## src/rtl/flexbex_dmem_pkg.sv

```systemverilog
// Shared types and constants for the flexbex data-memory arbiter and its decoder.
package flexbex_dmem_pkg;

  localparam int WORD_BYTES = 4;
  localparam int BANK_IDX_W = 3;

  typedef enum logic {
    CORE = 1'b0,
    FAB  = 1'b1
  } master_e;

  typedef struct packed {
    logic                  valid;
    logic                  err;
    logic                  is_read;
    logic [BANK_IDX_W-1:0] bank;
  } pend_t;

endpackage

```

## src/rtl/flexbex_dmem_arbiter_if.sv

```systemverilog
// OBI-style request/response port between one bus master and the data-memory arbiter.
interface flexbex_dmem_arbiter_if;

  logic        req;
  logic        we;
  logic [3:0]  be;
  logic [31:0] addr;
  logic [31:0] wdata;
  logic        gnt;
  logic        rvalid;
  logic        err;
  logic [31:0] rdata;

  modport master (
    output req, we, be, addr, wdata,
    input  gnt, rvalid, err, rdata
  );

  modport slave (
    input  req, we, be, addr, wdata,
    output gnt, rvalid, err, rdata
  );

endinterface

```

## src/rtl/flexbex_dmem_decode.sv

```systemverilog
// Combinational decode of a byte address into bank index, bank word address and
// an out-of-window flag for the contiguous multi-bank data window.
module flexbex_dmem_decode
  import flexbex_dmem_pkg::*;
#(
  parameter int          NUM_BANKS = 2,
  parameter int          BANK_AW   = 8,
  parameter logic [31:0] BASE_ADDR = 32'h0000_0000
) (
  input  logic [31:0]           i_addr,
  output logic [BANK_IDX_W-1:0] o_bank,
  output logic [BANK_AW-1:0]    o_word,
  output logic                  o_oow
);

  localparam int OFF_LSB  = $clog2(WORD_BYTES);
  localparam int BANK_LSB = BANK_AW + OFF_LSB;

  logic [31:0] w_off;
  logic [31:0] w_bank_full;
  logic        w_unused_lsb;

  assign w_off        = i_addr - BASE_ADDR;
  assign w_bank_full  = w_off >> BANK_LSB;
  assign o_word       = w_off[BANK_LSB-1:OFF_LSB];
  assign o_bank       = w_bank_full[BANK_IDX_W-1:0];
  // The full bank number is compared so that wrap-around addresses far above the window are caught.
  assign o_oow        = (i_addr < BASE_ADDR) || (w_bank_full >= 32'(NUM_BANKS));
  assign w_unused_lsb = ^w_off[OFF_LSB-1:0];

endmodule

```

## src/rtl/flexbex_dmem_arbiter.sv

```systemverilog
// Data-memory arbiter: ibex core port plus optional eFPGA fabric port onto NUM_BANKS SRAM banks.
// Fabric port is enabled by defining FLEXBEX_DMEM_FABRIC_PORT_EN; otherwise the core always wins.
module flexbex_dmem_arbiter
  import flexbex_dmem_pkg::*;
#(
  parameter int          NUM_BANKS = 2,
  parameter int          BANK_AW   = 8,
  parameter logic [31:0] BASE_ADDR = 32'h0000_0000
) (
  input  logic                         clk,
  input  logic                         reset,
  flexbex_dmem_arbiter_if.slave        core,
  flexbex_dmem_arbiter_if.slave        fab,
  output logic [NUM_BANKS-1:0]         bank_csb_o,
  output logic [NUM_BANKS-1:0]         bank_web_o,
  output logic [4*NUM_BANKS-1:0]       bank_wmask_o,
  output logic [BANK_AW*NUM_BANKS-1:0] bank_addr_o,
  output logic [32*NUM_BANKS-1:0]      bank_din_o,
  input  logic [32*NUM_BANKS-1:0]      bank_dout_i
);

  function automatic logic [31:0] pick_dout(input logic [BANK_IDX_W-1:0] idx,
                                            input logic [32*NUM_BANKS-1:0] dout);
    logic [31:0] v;
    v = 32'h0000_0000;
    for (int b = 0; b < NUM_BANKS; b++) begin
      v = v | (dout[b*32 +: 32] & {32{idx == BANK_IDX_W'(b)}});
    end
    return v;
  endfunction

  logic [BANK_IDX_W-1:0] w_core_bank;
  logic [BANK_AW-1:0]    w_core_word;
  logic                  w_core_oow;
  logic                  w_core_gnt;
  logic                  w_core_sel;
  pend_t                 r_core_pend;

  logic [BANK_IDX_W-1:0] w_fab_bank;
  logic [BANK_AW-1:0]    w_fab_word;
  logic                  w_fab_oow;
  logic                  w_fab_gnt;
  logic                  w_fab_sel;

  flexbex_dmem_decode #(
    .NUM_BANKS (NUM_BANKS),
    .BANK_AW   (BANK_AW),
    .BASE_ADDR (BASE_ADDR)
  ) u_core_dec (
    .i_addr (core.addr),
    .o_bank (w_core_bank),
    .o_word (w_core_word),
    .o_oow  (w_core_oow)
  );

`ifdef FLEXBEX_DMEM_FABRIC_PORT_EN
  pend_t                 r_fab_pend;
  logic [NUM_BANKS-1:0]  r_last_win;
  logic                  w_contest;
  logic                  w_last_fab;
  master_e               w_winner;

  flexbex_dmem_decode #(
    .NUM_BANKS (NUM_BANKS),
    .BANK_AW   (BANK_AW),
    .BASE_ADDR (BASE_ADDR)
  ) u_fab_dec (
    .i_addr (fab.addr),
    .o_bank (w_fab_bank),
    .o_word (w_fab_word),
    .o_oow  (w_fab_oow)
  );

  // Last winner of the contested bank (both masters target the same bank in a contest).
  always_comb begin
    w_last_fab = 1'b0;
    for (int b = 0; b < NUM_BANKS; b++) begin
      w_last_fab = w_last_fab | (r_last_win[b] & (w_core_bank == BANK_IDX_W'(b)));
    end
  end

  assign w_contest  = core.req & fab.req & ~w_core_oow & ~w_fab_oow & (w_core_bank == w_fab_bank);
  assign w_winner   = w_last_fab ? CORE : FAB;
  assign w_core_gnt = ~reset & core.req & (~w_contest | (w_winner == CORE));
  assign w_fab_gnt  = ~reset & fab.req  & (~w_contest | (w_winner == FAB));
  assign w_fab_sel  = w_fab_gnt & ~w_fab_oow;

  // Per-bank last-winner registers, flipped only when a contest is resolved on that bank.
  always_ff @(posedge clk or posedge reset) begin
    if (reset) begin
      r_last_win <= {NUM_BANKS{1'b1}};
    end else begin
      for (int b = 0; b < NUM_BANKS; b++) begin
        if (w_contest && (w_core_bank == BANK_IDX_W'(b))) begin
          r_last_win[b] <= w_winner;
        end
      end
    end
  end

  // Fabric pending-response register.
  always_ff @(posedge clk or posedge reset) begin
    if (reset) begin
      r_fab_pend <= '{valid: 1'b0, err: 1'b0, is_read: 1'b0, bank: {BANK_IDX_W{1'b0}}};
    end else begin
      r_fab_pend.valid   <= w_fab_gnt;
      r_fab_pend.err     <= w_fab_gnt & w_fab_oow;
      r_fab_pend.is_read <= w_fab_gnt & ~w_fab_oow & ~fab.we;
      r_fab_pend.bank    <= w_fab_bank;
    end
  end

  assign fab.gnt    = w_fab_gnt;
  assign fab.rvalid = r_fab_pend.valid;
  assign fab.err    = r_fab_pend.valid & r_fab_pend.err;
  assign fab.rdata  = (r_fab_pend.valid & r_fab_pend.is_read) ?
                      pick_dout(r_fab_pend.bank, bank_dout_i) : 32'h0000_0000;
`else
  logic w_unused_fab;

  assign w_core_gnt   = ~reset & core.req;
  assign w_fab_bank   = {BANK_IDX_W{1'b0}};
  assign w_fab_word   = {BANK_AW{1'b0}};
  assign w_fab_oow    = 1'b0;
  assign w_fab_gnt    = 1'b0;
  assign w_fab_sel    = w_fab_gnt & ~w_fab_oow;
  assign w_unused_fab = ^{fab.req, fab.addr};

  assign fab.gnt    = 1'b0;
  assign fab.rvalid = 1'b0;
  assign fab.err    = 1'b0;
  assign fab.rdata  = 32'h0000_0000;
`endif

  assign w_core_sel = w_core_gnt & ~w_core_oow;

  // Core pending-response register.
  always_ff @(posedge clk or posedge reset) begin
    if (reset) begin
      r_core_pend <= '{valid: 1'b0, err: 1'b0, is_read: 1'b0, bank: {BANK_IDX_W{1'b0}}};
    end else begin
      r_core_pend.valid   <= w_core_gnt;
      r_core_pend.err     <= w_core_gnt & w_core_oow;
      r_core_pend.is_read <= w_core_gnt & ~w_core_oow & ~core.we;
      r_core_pend.bank    <= w_core_bank;
    end
  end

  assign core.gnt    = w_core_gnt;
  assign core.rvalid = r_core_pend.valid;
  assign core.err    = r_core_pend.valid & r_core_pend.err;
  assign core.rdata  = (r_core_pend.valid & r_core_pend.is_read) ?
                       pick_dout(r_core_pend.bank, bank_dout_i) : 32'h0000_0000;

  // Bank port 0 drive: at most one granted master targets each bank in a cycle.
  always_comb begin
    bank_csb_o   = {NUM_BANKS{1'b1}};
    bank_web_o   = {NUM_BANKS{1'b1}};
    bank_wmask_o = {(4*NUM_BANKS){1'b0}};
    bank_addr_o  = {(BANK_AW*NUM_BANKS){1'b0}};
    bank_din_o   = {(32*NUM_BANKS){1'b0}};
    for (int b = 0; b < NUM_BANKS; b++) begin
      if (w_core_sel && (w_core_bank == BANK_IDX_W'(b))) begin
        bank_csb_o[b]                   = 1'b0;
        bank_web_o[b]                   = ~core.we;
        bank_wmask_o[b*4 +: 4]          = core.be;
        bank_addr_o[b*BANK_AW +: BANK_AW] = w_core_word;
        bank_din_o[b*32 +: 32]          = core.wdata;
      end else if (w_fab_sel && (w_fab_bank == BANK_IDX_W'(b))) begin
        bank_csb_o[b]                   = 1'b0;
        bank_web_o[b]                   = ~fab.we;
        bank_wmask_o[b*4 +: 4]          = fab.be;
        bank_addr_o[b*BANK_AW +: BANK_AW] = w_fab_word;
        bank_din_o[b*32 +: 32]          = fab.wdata;
      end else begin
        bank_csb_o[b] = 1'b1;
        bank_web_o[b] = 1'b1;
      end
    end
  end

endmodule

```

## src/flat_wrapper.sv

```systemverilog
// flat-port wrapper written by rule: the top's interface ports become plain ports
module flexbex_dmem_arbiter_flat import flexbex_dmem_pkg::*;
#(
  parameter int          NUM_BANKS = 2,
  parameter int          BANK_AW   = 8,
  parameter logic [31:0] BASE_ADDR = 32'h0000_0000
)
  (clk, reset, bank_csb_o, bank_web_o, bank_wmask_o, bank_addr_o, bank_din_o, bank_dout_i, core_req, core_we, core_be, core_addr, core_wdata, core_gnt, core_rvalid, core_err, core_rdata, fab_req, fab_we, fab_be, fab_addr, fab_wdata, fab_gnt, fab_rvalid, fab_err, fab_rdata);
  flexbex_dmem_arbiter_if core_i ();
  flexbex_dmem_arbiter_if fab_i ();
  input  logic clk;
  input  logic reset;
  output logic [NUM_BANKS-1:0] bank_csb_o;
  output logic [NUM_BANKS-1:0] bank_web_o;
  output logic [4*NUM_BANKS-1:0] bank_wmask_o;
  output logic [BANK_AW*NUM_BANKS-1:0] bank_addr_o;
  output logic [32*NUM_BANKS-1:0] bank_din_o;
  input  logic [32*NUM_BANKS-1:0] bank_dout_i;
  input wire logic [$bits(core_i.req)-1:0] core_req;
  input wire logic [$bits(core_i.we)-1:0] core_we;
  input wire logic [$bits(core_i.be)-1:0] core_be;
  input wire logic [$bits(core_i.addr)-1:0] core_addr;
  input wire logic [$bits(core_i.wdata)-1:0] core_wdata;
  output wire logic [$bits(core_i.gnt)-1:0] core_gnt;
  output wire logic [$bits(core_i.rvalid)-1:0] core_rvalid;
  output wire logic [$bits(core_i.err)-1:0] core_err;
  output wire logic [$bits(core_i.rdata)-1:0] core_rdata;
  input wire logic [$bits(fab_i.req)-1:0] fab_req;
  input wire logic [$bits(fab_i.we)-1:0] fab_we;
  input wire logic [$bits(fab_i.be)-1:0] fab_be;
  input wire logic [$bits(fab_i.addr)-1:0] fab_addr;
  input wire logic [$bits(fab_i.wdata)-1:0] fab_wdata;
  output wire logic [$bits(fab_i.gnt)-1:0] fab_gnt;
  output wire logic [$bits(fab_i.rvalid)-1:0] fab_rvalid;
  output wire logic [$bits(fab_i.err)-1:0] fab_err;
  output wire logic [$bits(fab_i.rdata)-1:0] fab_rdata;
  assign core_i.req = core_req;
  assign core_i.we = core_we;
  assign core_i.be = core_be;
  assign core_i.addr = core_addr;
  assign core_i.wdata = core_wdata;
  assign core_gnt = core_i.gnt;
  assign core_rvalid = core_i.rvalid;
  assign core_err = core_i.err;
  assign core_rdata = core_i.rdata;
  assign fab_i.req = fab_req;
  assign fab_i.we = fab_we;
  assign fab_i.be = fab_be;
  assign fab_i.addr = fab_addr;
  assign fab_i.wdata = fab_wdata;
  assign fab_gnt = fab_i.gnt;
  assign fab_rvalid = fab_i.rvalid;
  assign fab_err = fab_i.err;
  assign fab_rdata = fab_i.rdata;
  flexbex_dmem_arbiter #(.NUM_BANKS(NUM_BANKS), .BANK_AW(BANK_AW), .BASE_ADDR(BASE_ADDR)) u_core (.clk(clk), .reset(reset), .core(core_i), .fab(fab_i), .bank_csb_o(bank_csb_o), .bank_web_o(bank_web_o), .bank_wmask_o(bank_wmask_o), .bank_addr_o(bank_addr_o), .bank_din_o(bank_din_o), .bank_dout_i(bank_dout_i));
endmodule
```

## config.mk

```make
export PLATFORM = sky130hd
export DESIGN_NAME = flexbex_dmem_arbiter_flat
export DESIGN_NICKNAME = d
export VERILOG_FILES = /design/src/rtl/flexbex_dmem_pkg.sv /design/src/rtl/flexbex_dmem_arbiter_if.sv /design/src/rtl/flexbex_dmem_decode.sv /design/src/rtl/flexbex_dmem_arbiter.sv /design/src/flat_wrapper.sv
export SDC_FILE = /design/constraint.sdc
export NUM_CORES = 1
export LEC_CHECK = 0
export BUFFER_PORTS_ARGS = -buffer_cell sky130_fd_sc_hd__buf_2
export CAP_MARGIN = 20
export CORE_AREA = 5 5 141 143
export DETAILED_ROUTE_END_ITERATION = 8
export DIE_AREA = 0 0 146 148
export GPL_ROUTABILITY_DRIVEN = 0
export PLACE_DENSITY_LB_ADDON = 0.1
export SETUP_SLACK_MARGIN = 0.02
export SYNTH_ARGS = -nofsm -noshare
export SYNTH_HDL_FRONTEND = slang
export SYNTH_HIERARCHICAL = 1
export SYNTH_SLANG_ARGS = --single-unit
export TNS_END_PERCENT = 50
```

## constraint.sdc

```tcl
create_clock -name clk -period 2.1 [get_ports clk]
set_input_delay 0.105 -clock clk [delete_from_list [all_inputs] [get_ports clk]]
set_output_delay 0.105 -clock clk [all_outputs]
set_load 0.005 [all_outputs]
```

==> results.txt, run 1 <==
- The min-delay analysis places its worst path in the category in2reg.
* Post-Syn Instances: 251
* Crit path launch type: primary input
* Clock period minus worst slack: 2.200 ns
- After detailed routing, the number of remaining DRC violations is 0.
- In this run, synthesis produced a sequential element count of 6.
- For this design the ratio of total power to cell area is 201.2 nW/um^2.
- Total number of vias: 2663
* Worst-path cell with the longest stage delay: or4_4
- Routed Wire Length: 10550 um
* Multi-input gate area in the final layout: 1308 um^2
- Data on the critical path arrives at its endpoint at 2.09 ns.
- Most used cell, CP: or4_4
* # fillers: 2117
- Cell area after layout: 3457 um^2
- Data on the critical path is required at its endpoint by 2.00 ns.
* Final Net Count: 700
- Total number of placement rows: 50
- DIE AREA: 21610 um^2
- Fin. Hold Viols: 0
- CP Buf/Inv Count: 4
- Cells with a size suffix above 1 make up 58.62% of the layout.
- Leading area contributor after synthesis: and3_1
- Hold is met by 0.04232 ns.
- Syn_area_per_cell: 6.994 um^2
* Number of iterations in the first detailed-routing pass: 4
- Hold worst-path end: u_core/r_core_pend[0]
- The cell area that synthesis handed to floorplanning was 1755 um^2.
* Residual antenna-violating net count after detailed routing: 0
- Summing all flip-flop and latch instances after layout gives 151.4 um^2.
- Largest cells by area after synthesis: and3_1 31%, buf_4 20%, mux2i_1 18%
* Leakage power: 2.374 nW
* Maximum clock insertion buffer count: 2
- After detailed routing, the number of vias per cell comes to 3.658.
- In the layout the commonest cells are 254 x buf_2, 83 x and3_1, 35 x conb_1.
- In this run, the number of DRC markers left after iteration 0 of detailed routing was 49.
* Number of unique standard cell types used by synthesis: 21
- The number of slew-limit violations in the final report came to 0.
- The region available for standard cell placement spans 18460 um^2.
* Number of global-route vias before repair: 2794
- The final critical path takes up 104.7% of the cycle.
* Delay contributed by the slowest stage of the critical path: 0.51 ns
* Placed cell areas: 3102 um^2
- Run status: finished, violations left
* Chip width: 146 um
- Setup total negative slack: -7.026 ns
* Sequential fraction of the synthesis area: 8.553%
- Yosys warns: 6
* Area growth from synthesis to final layout: 96.94%
- After clock tree synthesis, the clock-pin slew on the worst setup and hold paths is 0.04 ns.
- CTS built an H-tree with a depth of 1.
- Setup repair after global routing could not meet its margin everywhere.
- TritonCTS built the clock tree.
* Class of the most critical setup path: in2out
- The synthesized design devotes to its leading area cell type 31.36% of total area.
* Wire length of the first global-routing pass: 15050 um
* Setup-failing EPs final: 92
- Number of buffers added by the clock tree synthesis step: 3
- CTS Root Cell: clkbuf_16
* Final Worst Setup Slack: -0.09959 ns
- Top delay family on crit path: simple AND/OR/NAND/NOR gates
* Maxcap violations: 0
* Die Y-Extent: 148 um
- Global routing used 8.442% of the available tracks.
- The number of antenna violations at the first check in global routing came to 0.
- Peak supply drop: 0.0001286 V
- Critical path, cell by cell: buf_6, or4_4, or4_4, nor3b_4, buf_12, clkbuf_16, and3_1, buf_2
- For this configuration, the core starts out at a cell density of 9.512%.
* Most frequent standard cell in the layout excluding fill and tap cells: buf_2
* CTS sink cnt: 6
- Failing checks: negative setup slack
- Source of the worst hold timing path: core_addr[10]
- FMAX: 454.6 MHz
- Final routed wire length divided by cell count: 14.49 um
- Buffers on Ports: 260
- Counting instances, the worst hold path has a depth of 1.
- Of all nets on the critical path, the largest fanout is 12.
- STA classifies the critical path endpoint as an output port.
- Entering global routing, the biggest net connects 47 pins.
- Measured on the finished design, the core utilization comes to 18.73%.
* Aggregate global routing overflow: 0
* I/O pin count: 368
- Half-perimeter wire length after detailed placement: 7723 um
logic make-up after synthesis:
family / Yosys count / synth area share, %
buffers and inverters: 73 / 26.80
flip-flops: 6 / 8.553
multiplexers: 32 / 18.25
other: 1 / 0.2136
AND/OR/NAND/NOR: 139 / 46.19
worst max path at each step:
stage / start / endpoint / cells past startpoint
CTS: core_addr[25] / bank_addr_o[7] / 8
global route: core_addr[25] / bank_din_o[2] / 8
floorplan: core_addr[25] / bank_addr_o[0] / 6
global placement: core_addr[25] / bank_din_o[36] / 7
finish: core_addr[25] / bank_din_o[60] / 8
detailed placement: core_addr[25] / bank_din_o[19] / 7
flip-flops by register name (all words and copies together) (netlist names):
register            count
u_core/r_core_pend      5
u_core/core.rvalid      1
cell usage after synthesis (all sizes together):
library cell,number
and2,2
and3,88
buf,65
clkbuf,7
conb,1
dfrtp,6
inv,1
mux2i,32
nand2,2
nand3,2
nand4,1
nand4bb,1
nor2,32
nor2b,2
nor3,2
nor3b,2
nor4,3
or4,2
stage by stage:
stage	instances	setup slack, ns	power (W)
2_1_floorplan	285	0.1981	0.0002798
3_3_place_gp	714	-0.1287	0.0003735
3_5_place_dp	714	-0.1418	0.0003755
4_1_cts	722	-0.1152	0.0007045
5_1_grt	727	-0.1650	0.0007466
6_report	728	-0.09959	0.0006957
final cells by class:
type	count	share of cell area, %
timing repair buffer	276	46.87
clock buffer	4	2.280
tap	234	8.469
multi-input combinational	206	37.82
antenna	1	0.07238
inverter	1	0.1086
sequential	6	4.379
layer usage:
metal	global-route usage (%)	share of wire, %	up-vias
li1	-	-	1276
met1	8.199	34	1192
met2	17.17	54	188
met3	2.912	11	7
met4	1.646	0.93	0
met5	0	0	-
where the power goes:
group	internal, W	leakage [nW]	switching [W]
registers	0.000121	0.0737	0.00000240
logic	0.000135	2.26	0.000119
clock network	0.000252	0.0382	0.0000663
timing repair:
| item | 4_1_cts | 5_1_grt |
|---|---|---|
| resized for setup | 5 | 11 |
| buffers inserted | 1 | 0 |
| pin swaps | 5 | 4 |
| hold buffers | 1 | 0 |
| gates cloned | 2 | 5 |
| setup endpoints to repair | 92 | 92 |
| endpoints found under the hold margin | 6 | 0 |
No activity file was read; power rests on OpenSTA's default activity.
==> run 2: changes to the inputs <==
--- a/config.mk
+++ b/config.mk
@@ -8,11 +8,13 @@
 export BUFFER_PORTS_ARGS = -buffer_cell sky130_fd_sc_hd__buf_2
 export CAP_MARGIN = 20
 export CORE_AREA = 5 5 141 143
+export CTS_BUF_LIST = sky130_fd_sc_hd__clkbuf_4
 export DETAILED_ROUTE_END_ITERATION = 8
 export DIE_AREA = 0 0 146 148
 export GPL_ROUTABILITY_DRIVEN = 0
 export PLACE_DENSITY_LB_ADDON = 0.1
 export SETUP_SLACK_MARGIN = 0.02
+export SKIP_LAST_GASP = 1
 export SYNTH_ARGS = -nofsm -noshare
 export SYNTH_HDL_FRONTEND = slang
 export SYNTH_HIERARCHICAL = 1
==> results.txt, run 2 (synthesis gave the netlist of run 1 again) <==
- Buffers on Ports: 260
- Residual antenna-violating net count after detailed routing: 0
* Source of the worst hold timing path: core_addr[10]
* Failing checks: negative setup slack
* Routed Wire Length: 10520 um
- Class of the most critical setup path: in2out
* Final routed wire length divided by cell count: 14.45 um
* Aggregate global routing overflow: 0
- Of the total power, combinational logic draws 50.1%.
* Total number of placement rows: 50
* Chip width: 146 um
- The net count of the finished layout is 700.
* Setup-failing EPs final: 92
* CTS Root Cell: clkbuf_4
- The number of slew-limit violations in the final report came to 0.
- Share of the clock period used by the worst path: 105.0%
* Power density normalized to cell area: 146.9 nW/um^2
* Cell area after layout: 3442 um^2
- The path class of the tightest hold or removal check is in2reg.
* Maximum fanout encountered on the critical timing path: 12
- Counting every sink on the clock net gives 6.
- FMAX: 453.4 MHz
* Maxcap violations: 0
- Peak supply drop: 0.00005781 V
- Placed cell areas: 3102 um^2
- Area growth from synthesis to final layout: 96.08%
- Arrival time of the worst setup path: 2.10 ns
* Average via count per standard cell: 3.663
* CTS tree: done
- The multi-input combinational cells in the finished layout cover a total of 1323 um^2.
* Fin. Hold Viols: 0
- Across all setup checks in the final design, the least slack found is -0.1057 ns.
- Once detailed placement completed, the half-perimeter wirelength came to 7723 um.
* Data required, critical path: 2.00 ns
- Leaving out filler cells and counting taps, the final layout contains 728.
- Leakage power: 2.350 nW
- Combined flip-flop and latch cell area: 151.4 um^2
- Clock period minus worst slack: 2.206 ns
* GR Util All Layers: 8.403%
- In this run switching power makes up 32.59% of total power.
* Setup repair after global routing missed its margin: true
- In this run the worst setup path begins at core_addr[25].
- Total number of vias: 2667
- Initial antenna violation count: 0
- In this run the vertical extent of the chip is 148 um.
- Maximum clock insertion buffer count: 2
- Worst Setup End Kind: output port
* Internal power: 0.0003410 W
- In this run the count of I/O pins placed on the die edge is 368.
- Final hold analysis gives a worst-case slack of 0.02279 ns.
- Effective utilization at floorplan: 9.512%
* Initial drt markers: 39
- Clock-pin slew was measured on the worst setup and hold paths at 0.05 ns.
- Fraction of layout instances using a drive strength above 1: 59.43%
- The region available for standard cell placement spans 18460 um^2.
* Number of global-route vias before repair: 2796
* Most frequent standard cell in the layout excluding fill and tap cells: buf_2
* Number of buffers added by the clock tree synthesis step: 3
* Clock share of power: 25.5%
- Maximum number of pins on one net before global-route repair: 47
- # fillers: 2117
- The worst setup path is launched from a primary input.
* Wire length of the first global-routing pass: 15010 um
- CTS HTree Levels: 1
- The register with the most flip-flops in the layout has 5 of them.
- The analysis attributes to net switching a power of 0.0001648 W.
* Register bank with the most flops: u_core/r_core_pend
* Sequential cell fraction of total power: 24.4%
- The first TritonRoute pass finished after 4 iterations.
* Number of remaining DRC errors: 0
- Run status: finished, violations left
- Commonest cells after routing, fill and taps aside: 251 x buf_2, 80 x and3_1, 35 x conb_1
- The number of placed instances, taps included, is 714.
* DIE AREA: 21610 um^2
-- run 2: layout make-up --
class                   instances  share of cell area (%)
flip-flops and latches          6                   4.398
clock buffers                   4                  0.8724
diodes                          1                 0.07270
inverters                       1                  0.1091
multi-input cells             206                   38.42
repair buffers                276                   47.62
well taps                     234                   8.506
-- run 2: through the flow --
stage | utilization (%) | power [W] | setup TNS (ns) | worst slack [ns]
6_report | 18.65 | 0.0005058 | -6.730 | -0.1057
5_1_grt | 18.64 | 0.0005544 | -13.34 | -0.1684
4_1_cts | 17.49 | 0.0005128 | -8.650 | -0.1222
3_5_place_dp | 16.81 | 0.0003755 | -10.17 | -0.1418
3_3_place_gp | 16.81 | 0.0003735 | -10.20 | -0.1287
2_1_floorplan | - | 0.0002798 | 0 | 0.1981
-- run 2: worst paths after layout --
check	to	slack (ns)	cells after the start
worst max-delay path	bank_din_o[27]	-0.11	8
min in group asynchronous	u_core/core.rvalid	0.38	3
max in group asynchronous	u_core/r_core_pend[0]	1.51	3
worst min-delay path	u_core/r_core_pend[0]	0.02	1
-- run 2: routing by layer --
layer | part of all wire, % | wire (um) | vias up | global-route usage [%]
li1 | - | - | 1281 | -
met1 | 34 | 3555 | 1199 | 8.142
met2 | 54 | 5694 | 183 | 17.17
met3 | 11 | 1199 | 4 | 2.820
met4 | 0.65 | 68 | 0 | 1.646
met5 | 0 | 0 | - | 0
-- run 2: critical path, stage by stage --
cell and delay (ns):
buf_6 0.09, or4_4 0.51, or4_4 0.51, nor3b_4 0.22
buf_12 0.19, clkbuf_16 0.18, and3_1 0.15, buf_2 0.12
-- run 2: power groups by stage --
stage / Sequential, W / Combinational, W / Clock, W
2_1_floorplan: 0.000124 / 0.000156 / 0
3_3_place_gp: 0.000125 / 0.000248 / 0
3_5_place_dp: 0.000125 / 0.000250 / 0
4_1_cts: 0.000124 / 0.000253 / 0.000136
5_1_grt: 0.000124 / 0.000285 / 0.000146
6_report: 0.000123 / 0.000253 / 0.000129
-- run 2: timing repair --
item / in CTS / in global routing
gates cloned: 2 / 5
pin swaps: 1 / 9
resized for setup: 4 / 18
endpoints found under the hold margin: 6 / 0
setup endpoints to repair: 92 / 92
buffers inserted: 1 / 0
hold buffers: 1 / 0
